File: src/rtl/reg_file_pkg.sv
// Shared constants for the destination-register select path.
// Used by the select, the ALU datapath and the register file.
package reg_file_pkg;

    localparam int REG_WIDTH_DEF  = 3;
    localparam int DATA_WIDTH_DEF = 16;
    localparam int ZERO_REG_ADDR  = 0;

    // Number of entries addressed by an address of the given width.
    function automatic int reg_depth(input int addr_width);
        return 1 << addr_width;
    endfunction

endpackage

File: src/rtl/reg_file_wr_decoder.sv
// One-hot write decoder: demux counterpart of the destination select.
// Row 0 is masked when it is hardwired to zero.
module reg_wr_decoder
    import reg_file_pkg::*;
#(
    parameter int REG_WIDTH = REG_WIDTH_DEF,
    parameter bit ZERO_REG  = 1'b1
) (
    input  logic                      wr_en,
    input  logic [REG_WIDTH-1:0]      wr_addr,
    output logic [2**REG_WIDTH-1:0]   row_en
);

    // Raise exactly one row enable for a write, except a dropped row 0.
    always_comb begin
        row_en = '0;
        if (wr_en) begin
            row_en[wr_addr] = 1'b1;
        end
        if (ZERO_REG) begin
            row_en[ZERO_REG_ADDR] = 1'b0;
        end
    end

endmodule

File: src/rtl/reg_file.sv
// Write-back register file: one-hot write decode, array of flops,
// two combinational read ports with optional same-cycle bypass.
module reg_file
    import reg_file_pkg::*;
#(
    parameter int REG_WIDTH  = REG_WIDTH_DEF,
    parameter int DATA_WIDTH = DATA_WIDTH_DEF,
    parameter bit BYPASS     = 1'b1,
    parameter bit ZERO_REG   = 1'b1
) (
    input  logic                  clk,
    input  logic                  rst,
    input  logic                  wr_en,
    input  logic [REG_WIDTH-1:0]  wr_addr,
    input  logic [DATA_WIDTH-1:0] wr_data,
    input  logic [REG_WIDTH-1:0]  rd_addr1,
    output logic [DATA_WIDTH-1:0] rd_data1,
    input  logic [REG_WIDTH-1:0]  rd_addr2,
    output logic [DATA_WIDTH-1:0] rd_data2,
    output logic                  wr_ack
);

    localparam int DEPTH = 2**REG_WIDTH;

    logic [DEPTH-1:0]      row_en;
    logic                  wr_req;
    logic [DATA_WIDTH-1:0] mem_q [DEPTH];
    logic [DATA_WIDTH-1:0] mem_d [DEPTH];
    logic                  wr_ack_q;
    logic                  wr_ack_d;

    // A write held during reset never reaches the decoder, so it
    // can neither commit, bypass, nor raise wr_ack.
    assign wr_req = wr_en & ~rst;

    reg_wr_decoder #(
        .REG_WIDTH (REG_WIDTH),
        .ZERO_REG  (ZERO_REG)
    ) u_wr_dec (
        .wr_en   (wr_req),
        .wr_addr (wr_addr),
        .row_en  (row_en)
    );

    // Next array contents: the enabled row takes the write-back data.
    always_comb begin
        for (int i = 0; i < DEPTH; i++) begin
            mem_d[i] = row_en[i] ? wr_data : mem_q[i];
        end
        wr_ack_d = |row_en;
    end

    // Array and ack flops; reset clears everything at once.
    always_ff @(posedge clk or posedge rst) begin
        if (rst) begin
            for (int i = 0; i < DEPTH; i++) begin
                mem_q[i] <= '0;
            end
            wr_ack_q <= 1'b0;
        end else begin
            for (int i = 0; i < DEPTH; i++) begin
                mem_q[i] <= mem_d[i];
            end
            wr_ack_q <= wr_ack_d;
        end
    end

    // Read port 1: reset forces 0, then bypass, then zero row, then array.
    always_comb begin
        rd_data1 = mem_q[rd_addr1];
        if (rst) begin
            rd_data1 = '0;
        end else if (BYPASS && row_en[rd_addr1]) begin
            rd_data1 = wr_data;
        end else if (ZERO_REG && (int'(rd_addr1) == ZERO_REG_ADDR)) begin
            rd_data1 = '0;
        end
    end

    // Read port 2: same priority as port 1, fully independent.
    always_comb begin
        rd_data2 = mem_q[rd_addr2];
        if (rst) begin
            rd_data2 = '0;
        end else if (BYPASS && row_en[rd_addr2]) begin
            rd_data2 = wr_data;
        end else if (ZERO_REG && (int'(rd_addr2) == ZERO_REG_ADDR)) begin
            rd_data2 = '0;
        end
    end

    assign wr_ack = wr_ack_q;

endmodule
File: config.mk
export PLATFORM = sky130hd
export DESIGN_NAME = reg_file
export DESIGN_NICKNAME = d
export VERILOG_FILES = /design/src/rtl/reg_file_pkg.sv /design/src/rtl/reg_file_wr_decoder.sv /design/src/rtl/reg_file.sv
export SDC_FILE = /design/constraint.sdc
export NUM_CORES = 1
export LEC_CHECK = 0
export CORE_UTILIZATION = 30
export DETAILED_ROUTE_END_ITERATION = 10
export PLACE_DENSITY = 0.52
export SYNTH_ARGS = -nofsm -noshare
export SYNTH_HDL_FRONTEND = slang
export SYNTH_SLANG_ARGS = --single-unit
File: constraint.sdc
create_clock -name clk -period 8.4 [get_ports clk]
set_input_delay 1.68 -clock clk [delete_from_list [all_inputs] [get_ports clk]]
set_output_delay 1.68 -clock clk [all_outputs]
set_load 0.005 [all_outputs]
==> flow_metrics.py <==
metrics = {
    "placement": {
        "dp.final_hpwl_mm": 11.29,
        "gp_congestion": 0.7679,
        "port_buffers": 60,
        "placed_cells": 819,
    },
    "layout": {
        "layout_common_cells": "mux2_2 (166), dfrtp_1 (113), clkdlybuf4s50_1 (56)",
        "fill_cells": 2114,
        "finalNonFillerCells": 851,
        "final_nets": 586,
        "regArea_um2": 2828,
        "drive_gt1_share_pct": 43.61,
        "diodes": 0,
        "area_growth_pct": 20.66,
        "multi_input_area_um2": 3657,
        "final_common_cell": "mux2_2",
    },
    "hold_path": {
        "hp-class": "reg -> reg",
        "worstHoldStart": "mem_q[56]$_DFFE_PP0P_",
    },
    "route": {
        "vias_per_cell": 5.517,
        "dr.pass1.iters": 9,
        "drtIter0Drc": 247,
        "vias": 4695,
        "ant_nets": 0,
        "wire_per_inst_um": 22.17,
        "route.detailed.drc": 2,
        "wirelength_mm": 18.87,
    },
    "clock_tree": {
        "hold_buffers": 0,
        "clkSlewWorstSetupHoldPaths_ps": 50,
        "insertion_delay_ps": 410,
        "cts_tree": "yes",
        "cts_buffers": 17,
        "cts_setup_buffers": 0,
        "cts-root-buf": "clkbuf_16",
        "cts_resized": 0,
        "cts.sinks": 113,
        "cts.htree.levels": 4,
        "clockBufferDepth": 2,
    },
    "critical_path": {
        "cp.required_ps": 6720,
        "path_common_cell": "clkdlybuf4s50_1",
        "critPathLaunchType": "input pin",
        "reg2reg_from": "mem_q[32]$_DFFE_PP0P_",
        "cp_cell_sequence": "clkdlybuf4s50_1, nor4bb_4, and2b_1, a32oi_4, mux2_2, clkdlybuf4s50_1",
        "max_stage_delay_ps": 980,
        "cp.buffers_inverters": 2,
        "reg2reg_setup_slack_ps": 7610,
        "crit_slowest_cell": "a32oi_4",
        "endpoint_kind": "output pin",
        "crit_start": "wr_addr[0]",
        "path_class": "in -> out",
        "cp_top_family": "buffers and inverters",
        "path_max_fanout": 17,
        "worstPathArrival_ps": 4910,
    },
    "timing": {
        "fin_worst_skew_ps": 0,
        "hold_viol": 0,
        "setup_tns_ps": 0,
        "rsz0062_at_grt": "no",
        "maxSlewHeadroom_pct": 29.55,
        "fin_crit_ps": 6592,
        "period_share_pct": 78.47,
        "finalMaxSlewViolations": 0,
        "hold_ws_ps": 527.0,
        "finalSetupViolations": 0,
        "clock.fmax_mhz": 151.7,
        "tightest_slew_ps": 1057,
    },
    "outcome": {
        "failed_checks": "DRC",
        "status": "finished with violations",
    },
    "grt": {
        "grt_pass1_wl_mm": 29.91,
        "grt_max_degree": 65,
        "grt_pass1_vias": 5157,
        "grt.total_usage_pct": 16.97,
        "antenna_found_initial": 0,
        "gr-total-overflow": 0,
    },
    "logic_synthesis": {
        "syn_inst": 513,
        "syn_nets": 541,
        "yosys_warnings": 0,
        "synth-seq-cells": 113,
        "synth_cell_type_count": 35,
        "seq_area_frac_synth_pct": 41.64,
        "syn-mean-instance-area_um2": 13.24,
        "netlist_area_um2": 6790,
    },
    "power_and_ir_drop": {
        "p_leak_nw": 3.416,
        "power.density_nw_per_um2": 242.5,
        "peakVddDrop_mv": 0.1523,
    },
    "floorplanning": {
        "core_area_um2": 22030,
        "die_x_um": 152.4,
        "start_util_pct": 30.83,
        "ios": 61,
        "dieArea_um2": 23240,
        "rows": 54,
        "die_h_um": 152.4,
    },
    "job": {
        "max-cap-violations": 0,
    },
}
[routing by layer]
layer | track usage (%) | share of wire [%]
met5 | 0 | 0
met4 | 6.590 | 2.0
met3 | 3.129 | 3.1
met2 | 29.47 | 50
met1 | 20.86 | 45
[cell type report]
cell class              instances  share of cell area (%)
clock buffers                  22                   5.788
well taps                     280                   4.276
flip-flops and latches        113                   34.51
repair buffers                 75                   8.461
inverters                       2                  0.1222
clock inverters                10                   2.199
multi-input cells             349                   44.64
[synth_stat cells]
library cell	count	area, µm²
nand2_1	1	3.750
clkbuf_1	13	48.80
nand3_1	2	10.01
o311ai_4	1	26.28
buf_2	19	95.09
o31a_1	1	8.760
mux2i_1	32	320.3
a221oi_1	32	280.3
xnor2_1	4	35.03
a32oi_4	1	27.53
nor2b_1	20	125.1
nor2_1	2	7.510
buf_6	7	78.83
buf_4	7	52.55
and2_1	2	12.51
buf_8	1	15.01
nor3_1	32	160.2
nand4_1	2	12.51
nor4bb_4	1	25.02
a22o_1	16	140.1
nor2_2	1	6.260
and2b_1	1	7.510
mux4_2	16	360.4
nor4bb_1	1	10.01
inv_1	1	3.750
a31o_1	1	8.760
nand3_4	1	17.52
and4b_1	1	10.01
buf_1	2	7.510
nand4b_1	1	8.760
inv_2	1	3.750
mux2_2	166	1869
mux2_4	10	150.1
nor2b_4	1	13.76
dfrtp_1	113	2828
[registers in the layout, summed over array words and instances, names as in the netlist]
register,cells
mem_q,112
wr_ack,1
[metrics by stage]
step | instance area (µm²) | total power, mW | util, % | setup WS [ps]
2_1_floorplan | 6790 | 1.063 | - | 3392
4_1_cts | 8193 | 2.007 | 37.20 | 1729
5_1_grt | 8193 | 2.085 | 37.20 | 1618
3_3_place_gp | 7538 | 1.181 | 34.23 | 1802
6_report | 8193 | 1.987 | 37.20 | 1808
3_5_place_dp | 7538 | 1.203 | 34.23 | 1724
[power breakdown]
part           leakage, nW  switching (mW)  internal, mW
logic                 1.71           0.163         0.265
clock network        0.316           0.247         0.548
registers             1.39          0.0911         0.672
[cells by family (layout without fill, tap and decap cells)]
logic type	count (synthesis)	after routing	synth area share [%]
DFF	113	113	41.64
xor gates and xnor gates	4	4	0.5159
buffers and inverters	51	109	4.496
muxes	224	224	39.76
AOI/OAI and AO/OA	52	52	7.242
and+or+nand+nor	69	69	6.339
[final timing paths]
path,end,cells after the start
hold reg to reg,mem_q[56]$_DFFE_PP0P_,1
min in group asynchronous,mem_q[81]$_DFFE_PP0P_,2
setup reg to reg,mem_q[32]$_DFFE_PP0P_,1
setup / recovery,rd_data2[0],6
max in group asynchronous,mem_q[40]$_DFFE_PP0P_,3
hold / removal,mem_q[56]$_DFFE_PP0P_,1
Note: power is estimated with default switching activity, not from simulation.
